`src/rtl/id_ex_pipe_reg_pkg.sv`:
```
// Shared definitions for the ID/EX pipeline register: bubble encoding, immediate
// select encodings, control bundle width, control bit positions and EX occupancy states.
package id_ex_pipe_reg_pkg;

  localparam int          CTRL_W    = 12;
  localparam logic [15:0] NOP_INSTR = 16'h0800;

  typedef enum logic [1:0] {
    IMM_SEXT5  = 2'd0,
    IMM_ZEXT5  = 2'd1,
    IMM_SEXT8  = 2'd2,
    IMM_SEXT11 = 2'd3
  } imm_sel_e;

  // Bit positions inside the decoded control bundle.
  localparam int CTRL_REG_WE  = 0;
  localparam int CTRL_MEM_RD  = 1;
  localparam int CTRL_MEM_WR  = 2;
  localparam int CTRL_ALU_SRC = 3;
  localparam int CTRL_BRANCH  = 4;
  localparam int CTRL_JUMP    = 5;
  localparam int CTRL_HALT    = 6;

  typedef enum logic {
    EX_EMPTY = 1'b0,
    EX_FULL  = 1'b1
  } ex_state_e;

endpackage

```
`src/rtl/id_ex_pipe_reg_imm_ext_sel.sv`:
```
// Combinational immediate builder: 5b sign/zero, 8b sign and 11b sign extension
// of the low instruction field, chosen by a 4:1 select.
module imm_ext_sel
  import id_ex_pipe_reg_pkg::*;
(
  input  logic [10:0] imm_field,
  input  logic [1:0]  sel,
  output logic [15:0] imm
);

  logic [15:0] sext5;
  logic [15:0] zext5;
  logic [15:0] sext8;
  logic [15:0] sext11;

  assign sext5  = {{11{imm_field[4]}},  imm_field[4:0]};
  assign zext5  = {11'd0,               imm_field[4:0]};
  assign sext8  = {{8{imm_field[7]}},   imm_field[7:0]};
  assign sext11 = {{5{imm_field[10]}},  imm_field[10:0]};

  // Each leg only reads its own field bits, so upper instruction bits cannot leak in.
  always_comb begin
    imm = sext5;
    case (imm_sel_e'(sel))
      IMM_SEXT5:  imm = sext5;
      IMM_ZEXT5:  imm = zext5;
      IMM_SEXT8:  imm = sext8;
      IMM_SEXT11: imm = sext11;
      default:    imm = sext5;
    endcase
  end

endmodule

```
`src/rtl/id_ex_pipe_reg.sv`:
```
// Decode-to-execute pipeline register with stall, flush and valid tracking.
// Optional macro ID_EX_PERF_EN adds a saturating bubble_cnt output.
module id_ex_pipe_reg #(
  parameter int          CTRL_W    = id_ex_pipe_reg_pkg::CTRL_W,
  parameter logic [15:0] NOP_INSTR = id_ex_pipe_reg_pkg::NOP_INSTR
) (
  input  logic              clk,
  input  logic              rst,
  input  logic              stall,
  input  logic              flush,
  input  logic              id_valid,
  input  logic [15:0]       id_instr,
  input  logic [15:0]       id_rd1_data,
  input  logic [15:0]       id_rd2_data,
  input  logic [15:0]       id_pc_inc,
  input  logic [1:0]        id_imm_sel,
  input  logic [CTRL_W-1:0] id_ctrl,
  input  logic [2:0]        id_wr_reg,
  output logic              ex_valid,
  output logic [15:0]       ex_instr,
  output logic [15:0]       ex_rd1,
  output logic [15:0]       ex_rd2,
  output logic [15:0]       ex_imm,
  output logic [15:0]       ex_pc_inc,
  output logic [CTRL_W-1:0] ex_ctrl,
  output logic [2:0]        ex_wr_reg
`ifdef ID_EX_PERF_EN
  ,
  output logic [15:0]       bubble_cnt
`endif
);

  import id_ex_pipe_reg_pkg::*;

  logic [15:0] imm_next;
  ex_state_e   state_reg;
  ex_state_e   state_next;

  imm_ext_sel u_imm_ext_sel (
    .imm_field (id_instr[10:0]),
    .sel       (id_imm_sel),
    .imm       (imm_next)
  );

  always_ff @(posedge clk) begin
    if (rst) begin
      state_reg <= EX_EMPTY;
    end else begin
      state_reg <= state_next;
    end
  end

  always_comb begin
    state_next = state_reg;
    if (flush) begin
      state_next = EX_EMPTY;
    end else if (!stall) begin
      state_next = id_valid ? EX_FULL : EX_EMPTY;
    end
  end

  assign ex_valid = (state_reg == EX_FULL);

  // Flush only clears the fields that could cause side effects; data may hold.
  always_ff @(posedge clk) begin
    if (rst) begin
      ex_instr  <= NOP_INSTR;
      ex_rd1    <= 16'h0000;
      ex_rd2    <= 16'h0000;
      ex_imm    <= 16'h0000;
      ex_pc_inc <= 16'h0000;
      ex_ctrl   <= '0;
      ex_wr_reg <= 3'd0;
    end else if (flush) begin
      ex_instr  <= NOP_INSTR;
      ex_ctrl   <= '0;
      ex_wr_reg <= 3'd0;
    end else if (!stall) begin
      ex_instr  <= id_valid ? id_instr : NOP_INSTR;
      ex_rd1    <= id_rd1_data;
      ex_rd2    <= id_rd2_data;
      ex_imm    <= imm_next;
      ex_pc_inc <= id_pc_inc;
      ex_ctrl   <= id_valid ? id_ctrl : '0;
      ex_wr_reg <= id_wr_reg;
    end
  end

`ifdef ID_EX_PERF_EN
  // flush | stall | !id_valid covers "load of an invalid instruction" as the residual case.
  logic bubble_evt;
  assign bubble_evt = flush | stall | ~id_valid;

  always_ff @(posedge clk) begin
    if (rst) begin
      bubble_cnt <= 16'h0000;
    end else if (bubble_evt && (bubble_cnt != 16'hFFFF)) begin
      bubble_cnt <= bubble_cnt + 16'd1;
    end
  end
`endif

endmodule

```
`config.mk`:
```
export PLATFORM = sky130hd
export DESIGN_NAME = id_ex_pipe_reg
export DESIGN_NICKNAME = d
export VERILOG_FILES = /design/src/rtl/id_ex_pipe_reg_pkg.sv /design/src/rtl/id_ex_pipe_reg_imm_ext_sel.sv /design/src/rtl/id_ex_pipe_reg.sv
export SDC_FILE = /design/constraint.sdc
export NUM_CORES = 1
export LEC_CHECK = 0
export ABC_CLOCK_PERIOD_IN_PS = 1400
export CORE_UTILIZATION = 38
export CTS_CLUSTER_DIAMETER = 100
export DETAILED_ROUTE_END_ITERATION = 10
export GPL_TIMING_DRIVEN = 0
export PLACE_DENSITY_LB_ADDON = 0.12
export SETUP_SLACK_MARGIN = 0.5
export SYNTH_ARGS = -nofsm -noshare
export SYNTH_HDL_FRONTEND = slang
export SYNTH_SLANG_ARGS = --single-unit
export TNS_END_PERCENT = 30
```
`constraint.sdc`:
```
create_clock -name clk -period 1.4 [get_ports clk]
set_clock_uncertainty 0.05 [all_clocks]
set_input_delay 0.35 -clock clk [delete_from_list [all_inputs] [get_ports clk]]
set_output_delay 0.35 -clock clk [all_outputs]
set_load 0.05 [all_outputs]
```
==> impl_results.md <==
* Iteration-0 DRC Markers at 61
* CP Cell Sequence: buf_6, buf_8
* Initial antenna violation count at 0
* Placed Instance Area at 5230 µm²
* DR vias at 3499
* Clk root buf: clkbuf_8
* Core Util, Final at 0.872
* Dpl cells at 661
* Final period util at 1.02
* Starting density of the core at 0.395
* Chip Height at about 95 µm
* Worst slew pin tran at 662 ps
* Antenna viol nets, final at 0
* Unrepaired setup endpoints after global routing: yes
* CTS max path bufs at 2
* WP data required at 1000 ps
* IO buf count at 178
* Setup tns final at -122 ps
* CTS Sinks at 91
* Drt first pass iters at 4
* Yosys warns at 0
* Routed wire length at 12.1 mm
* GRT Util Overall at 0.223
* Worst setup SP type: flop
* Reg2Reg Setup Slack at approximately 500 ps
* Die Span X at 94.7 µm
* Cells after synthesis at 378
* Reg2reg start: ex_pc_inc[4]$_SDFFE_PP0P_
* Number of global-route vias before repair at 3296
* Hold path startpoint: id_instr[9]
* Netlist cell types at 21
* Total grt overflow at 0
* Core ar. at 8260 µm²
* Vias/cell at ~4.9
* Worst slew margin at 0.559
* CTS clock-pin slew for the worst setup and hold paths at 90 ps
* Antenna cell count at 0
* Htree depth at 3
* Post-layout net count at 683
* Inserted Clock Buffers at 9
* Fin worst setup slack at -29.3 ps
* Status: finished with violations
* Hold violation total from the final report at 0
* Pin count of the biggest net entering global routing at 16
* WL/cell at 17.1 µm
* CP Capture Type: output port
* FF-to-FF End: ex_pc_inc[4]$_SDFFE_PP0P_
* Syn Nets at 464
* Area used by multi-input combinational logic at about 1900 µm²
* HP Class: input port to flop
* Peak supply drop at 0.000752 V
* Failing checks: negative setup slack
* Mapped Area at roughly 3300 µm²
* Worst-Skew Late Latency at roughly 340 ps
* Post-synthesis sequential area ratio at 0.558
* CTS tree: done
* Max-cap violation count at 0
* Yosys reg bits at 91
* Largest fanout on the critical path at 7
* Die area at around 9000 µm²
* First-pass GRT wire length at ~16 mm
* Max frequency at 700 MHz
* Most common cell after layout, fill and taps aside: buf_8
* Final Slew Violations at 0
* FILL cells at between 300 and 400
* Hold-fix buffers at CTS at 0
* Num rows at 33
* Post-route cell area at 7200 µm²
* Leakage power at roughly 3.0 nW
* Worst path arrival time at between 1000 and 1500 ps
* I/O Pins at 182
* CP peak stage delay at ~430 ps
* Post-DP HPWL at 6.79 mm
* Final Non-Filler Cells at 707
* Fraction of layout cells with a size suffix above 1 at 0.689
* Worst Hold Path EP: ex_instr[9]$_SDFFE_PP0N_
* RePlAce Congestion at 0.712
* Setup violators final at 6
* Most frequent cells in the layout: buf_8, dfxtp_2, clkdlybuf4s50_1
* Slowest CP cell: dfxtp_4
* Reg area at 1950 µm²
* Worst hold stages at 3
* Drc violations at 0
* Critical path class: flop to output port
* Cell area power density at about 880 nW/µm²
* FF-to-FF path depth at 4
* Period minus WS final at 1430 ps
* Area Growth Syn to Fin at 121%
* Avg Cell Area, Syn at 8.63 µm²
==> worst max-delay path by stage <==
stage	start	endpoint	slack, ps
2_1_floorplan	stall	ex_imm[0]$_SDFFE_PP0P_	160
3_3_place_gp	flush	ex_ctrl[4]$_SDFFE_PP0N_	-510
3_5_place_dp	flush	ex_ctrl[6]$_SDFFE_PP0N_	-500
4_1_cts	ex_imm[14]$_SDFFE_PP0P_	ex_imm[11]	-30
5_1_grt	ex_imm[14]$_SDFFE_PP0P_	ex_imm[11]	-60
6_report	ex_imm[14]$_SDFFE_PP0P_	ex_imm[11]	-30
==> Yosys cell counts <==
library cell | count | area, µm²
nand3_1 | 3 | 15.0
nor2_1 | 37 | 139
nand2b_1 | 2 | 12.5
a211oi_1 | 6 | 45.0
buf_4 | 10 | 75.1
buf_2 | 10 | 50.1
nor2_4 | 1 | 11.3
nand2_1 | 109 | 409
buf_6 | 6 | 67.6
a21oi_2 | 1 | 8.76
clkbuf_1 | 10 | 37.5
a21oi_1 | 54 | 270
a21o_1 | 1 | 7.51
nor2b_1 | 1 | 6.26
a31oi_4 | 1 | 21.3
dfxtp_1 | 91 | 1820
a22oi_1 | 27 | 203
inv_1 | 2 | 7.51
mux2i_1 | 3 | 30.0
or2_1 | 2 | 12.5
mux2_1 | 1 | 11.3
==> metal layers <==
layer | global-route usage | vias up | part of all wire
li1 | - | 1680 | -
met1 | 0.248 | 1666 | 0.38
met2 | 0.392 | 131 | 0.53
met3 | 0.0757 | 22 | 0.074
met4 | 0.0795 | 0 | 0.017
met5 | 0 | - | 0
==> critical path: cells and delay by family, from the launching register on <==
kind	cells	cell delay, ps
flops	1	430
buf+inv	2	250
==> kinds of logic (layout without fill, tap and decap cells) <==
| group | count (synthesis) | in the layout | share of synthesized area |
|---|---|---|---|
| muxes | 4 | 4 | 0.0127 |
| AOI/OAI and AO/OA | 90 | 90 | 0.170 |
| DFF | 91 | 91 | 0.558 |
| buffers and inverters | 38 | 262 | 0.0729 |
| and+or+nand+nor | 155 | 155 | 0.186 |
==> power by group <==
group	internal [mW]	total [mW]	switching (mW)	leakage (nW)
logic	0.802	1.66	0.863	2.08
registers	2.70	2.82	0.117	0.783
clock network	0.931	1.89	0.955	0.106
total	4.44	6.37	1.93	2.97
==> per-stage QoR <==
| step | worst slack [ps] | power [mW] | hold slack (ps) |
|---|---|---|---|
| after global placement | -510 | 4.00 | 387 |
| after global routing | -62.3 | 6.58 | 244 |
| after detailed placement | -500 | 4.02 | 394 |
| after CTS | -33.7 | 6.13 | 246 |
| final | -29.3 | 6.37 | 243 |
| after floorplan | 163 | 3.49 | 436 |
==> what timing repair did <==
action | 4_1_cts | 5_1_grt
endpoints found under the setup margin | 187 | 182
cloned | 0 | 0
resized for setup | 962 | 171
setup buffers | 4 | 26
pin swaps | 75 | 110
==> area by class of cell <==
type | instances | area share
buffer | 36 | 0.0658
clock buffer | 11 | 0.0210
clock inverter | 5 | 0.00834
inverter | 2 | 0.00104
multi-input combinational | 249 | 0.270
sequential | 91 | 0.271
tap | 105 | 0.0182
timing repair buffer | 208 | 0.345
(Power assumes the default switching activity.)
